**src/rtl/mem_arbiter.sv**
```systemverilog
// mem_arbiter: round-robin line-burst arbiter sharing one memory port between icache and dcache
module mem_arbiter #(
    parameter int ADDR_WIDTH = 16,
    parameter int DATA_WIDTH = 32,
    parameter int LINE_WIDTH = 4
) (
    input  logic                  clk,
    input  logic                  rstn,
    input  logic                  ic_rd_en,
    input  logic [ADDR_WIDTH-1:0] ic_rd_addr,
    output logic [DATA_WIDTH-1:0] ic_rd_data,
    output logic                  ic_rd_valid,
    input  logic                  dc_rd_en,
    input  logic                  dc_wr_en,
    input  logic [ADDR_WIDTH-1:0] dc_addr,
    input  logic [DATA_WIDTH-1:0] dc_wr_data,
    input  logic [3:0]            dc_wr_sel,
    output logic [DATA_WIDTH-1:0] dc_rd_data,
    output logic                  dc_rd_valid,
    output logic                  dc_wr_ack,
    output logic                  mem_rd_en,
    output logic                  mem_wr_en,
    output logic [ADDR_WIDTH-1:0] mem_addr,
    output logic [DATA_WIDTH-1:0] mem_wr_data,
    output logic [3:0]            mem_wr_sel,
    input  logic [DATA_WIDTH-1:0] mem_rd_data,
    input  logic                  mem_rd_valid,
    input  logic                  mem_wr_ack,
    output logic [1:0]            gnt
);
    localparam int CW = $clog2(LINE_WIDTH) + 1;
    localparam logic [CW-1:0] LINE = CW'(LINE_WIDTH);

    typedef enum logic [1:0] {IDLE, GNT_IC, GNT_DC} state_t;

    state_t        state, state_nx;
    logic [CW-1:0] cnt, cnt_nx, cnt_inc;
    logic          last_dc, last_dc_nx, bt_wr, bt_wr_nx;
    logic          dc_req, own_dc, own_wr, own_en, busy, beat, act;

    assign dc_req = dc_rd_en || dc_wr_en;

    // Owner selection: arbitrate in IDLE (skipped in the cycle right after a full line), else the latched owner
    always_comb begin
        own_dc = 1'b0;
        own_wr = 1'b0;
        own_en = 1'b0;
        busy   = 1'b0;
        case (state)
            GNT_IC: begin
                own_en = ic_rd_en;
                busy   = 1'b1;
            end
            GNT_DC: begin
                own_dc = 1'b1;
                own_wr = bt_wr;
                own_en = bt_wr ? dc_wr_en : dc_rd_en;
                busy   = 1'b1;
            end
            default: if (cnt != LINE) begin
                own_dc = dc_req && !(ic_rd_en && last_dc);
                own_wr = own_dc && dc_wr_en;
                own_en = ic_rd_en || dc_req;
            end
        endcase
    end

    assign beat    = own_en && (own_wr ? mem_wr_ack : mem_rd_valid);
    assign cnt_inc = cnt + CW'(beat);

    // Next state: a dropped enable or a completed line returns to IDLE; the grant cycle latches owner and type
    always_comb begin
        state_nx   = (!own_en || cnt_inc == LINE) ? IDLE : (own_dc ? GNT_DC : GNT_IC);
        cnt_nx     = own_en ? cnt_inc : '0;
        last_dc_nx = (state == IDLE && own_en) ? own_dc : last_dc;
        bt_wr_nx   = (state == IDLE && own_en) ? own_wr : bt_wr;
    end

    // State registers; reset leaves last_dc set so the icache wins the first tie
    always_ff @(posedge clk) begin
        if (!rstn) begin
            state   <= IDLE;
            cnt     <= '0;
            last_dc <= 1'b1;
            bt_wr   <= 1'b0;
        end else begin
            state   <= state_nx;
            cnt     <= cnt_nx;
            last_dc <= last_dc_nx;
            bt_wr   <= bt_wr_nx;
        end
    end

    assign act         = rstn && own_en;
    assign mem_rd_en   = act && !own_wr;
    assign mem_wr_en   = act && own_wr;
    assign mem_addr    = own_dc ? dc_addr : ic_rd_addr;
    assign mem_wr_data = dc_wr_data;
    assign mem_wr_sel  = dc_wr_sel;
    assign gnt         = (rstn && (busy || own_en)) ? {own_dc, !own_dc} : 2'b00;
    assign ic_rd_valid = rstn && beat && !own_dc;
    assign dc_rd_valid = rstn && beat && own_dc && !own_wr;
    assign dc_wr_ack   = rstn && beat && own_wr;
    assign ic_rd_data  = mem_rd_data;
    assign dc_rd_data  = mem_rd_data;
endmodule

```
**config.mk**
```make
export PLATFORM = sky130hd
export DESIGN_NAME = mem_arbiter
export DESIGN_NICKNAME = d
export VERILOG_FILES = /design/src/rtl/mem_arbiter.sv
export SDC_FILE = /design/constraint.sdc
export NUM_CORES = 1
export LEC_CHECK = 0
export ABC_AREA = 1
export CORE_ASPECT_RATIO = 0.8
export CORE_MARGIN = 5
export CORE_UTILIZATION = 25
export DETAILED_ROUTE_END_ITERATION = 8
export GPL_TIMING_DRIVEN = 0
export PLACE_DENSITY = 0.89
export SYNTH_ARGS = -nofsm -noshare
export SYNTH_HDL_FRONTEND = slang
export SYNTH_SLANG_ARGS = --single-unit
```
**constraint.sdc**
```tcl
create_clock -name clk -period 5 [get_ports clk]
set_input_delay 0.75 -clock clk [delete_from_list [all_inputs] [get_ports clk]]
set_output_delay 0.75 -clock clk [all_outputs]
set_load 0.01 [all_outputs]
```
==> results of run 1 <==
[routing by layer]
metal | part of all wire (%) | GRT usage, % | vias up
met4 | 0.65 | 2.98 | 0
met3 | 12 | 4.21 | 2
met1 | 33 | 14.0 | 754
met5 | 0 | 0 | -
li1 | - | - | 913
met2 | 55 | 25.0 | 89
[cell usage after synthesis (2+ instances only)]
cell type  number
dfxtp_1         7
ha_1            5
buf_4         100
nand2_2         3
nand2_1        63
nor2_1         16
a21oi_1         2
nor2_2          2
inv_1          12
nand3_1         7
buf_6           3
[critical path: stages]
cell and delay, ps:
clkdlybuf4s50_1 510, nor2_2 60, nor2_2 110, nand2_1 70, nand2_2 70, o21ai_4 120
inv_6 90, buf_6 130, nand2_1 60, nand2_1 60, clkdlybuf4s50_1 550
[cells by family after synthesis]
group                      Yosys count  synth area share, %
buffers and inverters              117                 57.5
adders and majority gates            5                 4.27
AOI/OAI and AO/OA                    5                 2.65
xor gates and xnor gates             1                0.598
DFF                                  7                 9.56
and+or+nand+nor                     92                 25.4
[final cells by class]
type                       count  area (sq um)  share of cell area, %
buffer                       103           785                   24.3
clock buffer                   4          45.0                   1.40
inverter                      14          57.6                   1.79
multi-input combinational    103           483                   15.0
sequential                     7           140                   4.35
tap                           81           101                   3.14
timing repair buffer         161          1610                   50.0
[placed cells by master (no fill, tap or decap), drive strengths merged]
cell,count
dfxtp,7
nor2,18
o211ai,1
clkbuf,4
a21oi,2
o21ai,2
xor2,1
buf,103
ha,5
nand3,8
clkdlybuf4s50,161
nand2,66
inv,14
[registers in the layout, summed over array words and instances, names as in the netlist]
register / flops
cnt: 3
state: 2
bt_wr: 1
last_dc: 1
[power by group through the flow]
stage / Clock [W] / Sequential [W] / Combinational [W]
after floorplan: 0 / 0.0000847 / 0.000521
after global placement: 0 / 0.0000862 / 0.000939
after detailed placement: 0 / 0.0000872 / 0.000954
after CTS: 0.0000816 / 0.0000864 / 0.000960
after global routing: 0.0000855 / 0.0000887 / 0.00104
final: 0.0000787 / 0.0000861 / 0.000939
[stage by stage]
| step | instance area, sq um | util (%) | power, W | instances | worst slack (ps) |
|---|---|---|---|---|---|
| floorplan | 1470 | - | 0.000606 | 227 | 2740 |
| detailed placement | 3180 | 54.9 | 0.00104 | 469 | 1640 |
| global route | 3220 | 55.7 | 0.00121 | 473 | 1500 |
| CTS | 3220 | 55.7 | 0.00113 | 473 | 1620 |
| finish | 3220 | 55.7 | 0.00110 | 473 | 1660 |
| global placement | 3180 | 54.9 | 0.00103 | 469 | 1660 |
[path summary, 6_finish.rpt]
kind | slack, ps | cells past startpoint | end | from
worst min register to register | 480 | 2 | last_dc | last_dc
worst min-delay path | 480 | 2 | last_dc | last_dc
worst max-delay path | 1660 | 11 | mem_addr[0] | dc_rd_en
worst max register to register | 2830 | 13 | state[0] | state[0]
==> flow_summary.yaml, run 1 <==
clock_tree:
  cts-root-buf: "clkbuf_8"
  ctsResizeCount: 0
  cts_buffers: 3
  cts_max_level: 1
  cts.path.max_buffers: 2
  cts_tree: "done"
  clock_sinks: 7
  cts_hold_buf: 0
  postCtsSetupRepairBufs: 0
  clock_latency_ps: 220
  path_clk_slew_ps: 40
yosys:
  synth_nets: 339
  yosysWarnings: 0
  syn_inst: 227
  synth_area_sq_mm: 0.00147
  ys_seq_area_share_pct: 9.56
  yosys.area.top_type_share_pct: 51.2
  synth_top_area_cell: "buf_4"
  postSynth.asyncResetShare_pct: 0
  synthTopCellsByArea: "buf_4 (51%), nand2_1 (16%), dfxtp_1 (9.6%), ha_1 (4.3%), nor2_1 (4.1%)"
  synth-main-ff-cell: "dfxtp_1"
  synth_edf_count: 0
  syn_area_per_cell_sq_um: 6.45
  synth_cell_type_count: 18
  ys_ff_latch: 7
route:
  num_vias: 1758
  drtPass1Iterations: 3
  drt_wl_total_um: 5510
  drt_iter0_drc: 27
  wire_per_inst_um: 11.6
  drc: 0
  vias_per_cell: 3.72
  final_antenna_net_count: 0
floorplan:
  num_rows: 25
  die_y_um: 78.5
  dieArea_sq_mm: 0.00750
  start_util_pct: 25.3
  ios: 230
  core_sq_mm: 0.00579
  die_x_um: 95.6
sta:
  fmax_ghz: 0.299
  fin_hold_ws_ps: 484
  drv_slew: 0
  min_period_ps: 3340
  hold_violations: 0
  tightest_slew_ps: 389
  period_share_pct: 66.9
  slew_headroom_pct: 74.0
  fin_worst_skew_ps: 0.583
  fin_tns_setup_ps: 0
  setup_viol: 0
  rsz0062_at_grt: "false"
power:
  p_per_area_mw_per_mm2: 343
  p_int_w: 0.000626
  combPwrFrac_pct: 85.1
  switching_power_w: 0.000478
  p_seq_share_pct: 7.8
  peakVddDrop_uv: 288
  switching_share_pct: 43.3
  p_clk_share_pct: 7.1
  power_leakage_nw: 1.55
placement:
  dp_hpwl_um: 5110
  portBuffers: 161
  place.gp.congestion: 0.761
worst_setup_path:
  endpoint_kind: "primary output"
  startpoint_type: "primary input"
  crit_required_ps: 4250
  cp_max_fo: 10
  criticalPathCategory: "primary input to primary output"
  worstPathArrival_ps: 2590
outcome:
  status: "complete, no violations"
global_route:
  grt_pass1_wl_um: 8140
  grt_usage_pct: 13.2
  grt_pass1_vias: 1740
  antenna_found_initial: 0
  overflow: 0
  grt_max_degree: 11
final_layout:
  area_growth_pct: 120
  nets: 505
  insertedDiodeCount: 0
  layout-drive-gt1-share_pct: 29.3
  fillers: 548
min_path:
  hold_class: "flip-flop to flip-flop"
job:
  maxCapViolCount: 0
(Power assumes the default switching activity.)
==> run 2: changes to the inputs <==
Settings changed: CORE_UTILIZATION 25 to 21, PLACE_DENSITY 0.89 to 0.79.
Clock period 5 ns to 2.9 ns, I/O delays scaled along.
==> flow_summary.yaml, run 2 (synthesis gave the netlist of run 1 again) <==
outcome:
  status: "complete, no violations"
route:
  drt_iter0_drc: 33
  drt_wl_total_um: 6050
  wire_per_inst_um: 12.6
  vias_per_cell: 3.75
  drtPass1Iterations: 4
  drc: 0
  final_antenna_net_count: 0
  num_vias: 1795
placement:
  place_area_sq_mm: 0.00319
  post-place-ws_ps: 99.6
  place.gp.congestion: 0.730
  portBuffers: 161
  dpl.cell_count: 475
  dp_hpwl_um: 5620
min_path:
  hold_path.startpoint: "last_dc"
  min_path_cells: 2
  hold_class: "flip-flop to flip-flop"
floorplan:
  core_sq_mm: 0.00682
  die_y_um: 84.7
  num_rows: 27
  ios: 230
  dieArea_sq_mm: 0.00876
  start_util_pct: 21.5
  die_x_um: 103
final_layout:
  instances_no_fill: 479
  layout-drive-gt1-share_pct: 29.3
  largestRegisters: "cnt: 3 flops, state: 2 flops"
  fillers: 663
  insertedDiodeCount: 0
  final_cell_mix: "clkdlybuf4s50_1 (160), buf_4 (100), nand2_1 (63), nor2_1 (16), inv_1 (12)"
  area_growth_pct: 121
  finish.instance_area_sq_mm: 0.00323
  largest_register: "cnt"
  largest_reg_flops: 3
  nets: 505
  layout_commonest_cell: "clkdlybuf4s50_1"
worst_setup_path:
  crit_required_ps: 2470
  r2r_setup_slack_ps: 700
  criticalPathCategory: "primary input to primary output"
  ff2ff_path_depth: 13
  reg2reg_from: "state[0]"
  endpoint_kind: "primary output"
  startpoint_type: "primary input"
  cp_max_fo: 10
  cp-startpoint: "dc_rd_en"
  worstPathArrival_ps: 2320
clock_tree:
  clock_latency_ps: 230
  cts.path.max_buffers: 2
  cts_buffers: 3
  cts_tree: "done"
  cts_max_level: 1
  clock_sinks: 7
  path_clk_slew_ps: 40
  ctsResizeCount: 0
  cts-root-buf: "clkbuf_8"
  postCtsSetupRepairBufs: 0
  cts_hold_buf: 0
job:
  maxCapViolCount: 0
power:
  peakVddDrop_uv: 432
  power_leakage_nw: 1.56
  p_per_area_mw_per_mm2: 600
sta:
  setup_viol: 0
  min_period_ps: 2750
  worst_slack_ps: 147
  drv_slew: 0
  hold_violations: 0
  rsz0062_at_grt: "false"
  fmax_ghz: 0.363
  tightest_slew_ps: 394
  period_share_pct: 94.9
  fin_worst_skew_ps: 3.48
  fin_tns_setup_ps: 0
  slew_headroom_pct: 73.7
global_route:
  overflow: 0
  grt_max_degree: 11
  antenna_found_initial: 0
  grt_pass1_wl_um: 9150
  grt_pass1_vias: 1992
  grt_usage_pct: 13.0
## run 2: per-stage QoR
step / total power (W) / utilization [%] / hold slack [ps]
after detailed placement: 0.00185 / 46.7 / 469
after CTS: 0.00200 / 47.3 / 482
final: 0.00194 / 47.4 / 483
after global routing: 0.00214 / 47.4 / 532
after global placement: 0.00182 / 46.7 / 461
after floorplan: 0.00104 / - / 448
## run 2: layout make-up
type	instances	area (sq um)	area share, %
Buffer	103	785	24.3
Timing Repair Buffer	161	1610	49.9
Multi-Input combinational cell	103	483	14.9
Tap cell	87	109	3.37
Inverter	14	57.6	1.78
Clock buffer	4	45.0	1.39
Sequential cell	7	140	4.33
## run 2: critical path, stage by stage
cell and delay, ps:
clkdlybuf4s50_1 510, nor2_2 60, nor2_2 120, nand2_1 70
nand2_2 70, o21ai_4 120, inv_6 90, buf_6 130
nand2_1 80, nand2_1 60, clkdlybuf4s50_1 550
## run 2: final timing paths
path,endpoint
setup / recovery,mem_addr[9]
hold / removal,last_dc
setup reg to reg,state[0]
hold reg to reg,last_dc
## run 2: per-layer routing
metal	share of wire (%)	up-vias	track usage (%)
li1	-	914	-
met1	31	775	12.4
met2	57	102	25.8
met3	11	4	4.98
met4	0.73	0	2.71
met5	0	-	0
## run 2: report_power, final
part	internal [W]	total, W	switching, W
clock network	0.0000950	0.000136	0.0000407
logic	0.000853	0.00166	0.000802
registers	0.000130	0.000148	0.0000184
total	0.00108	0.00194	0.000861
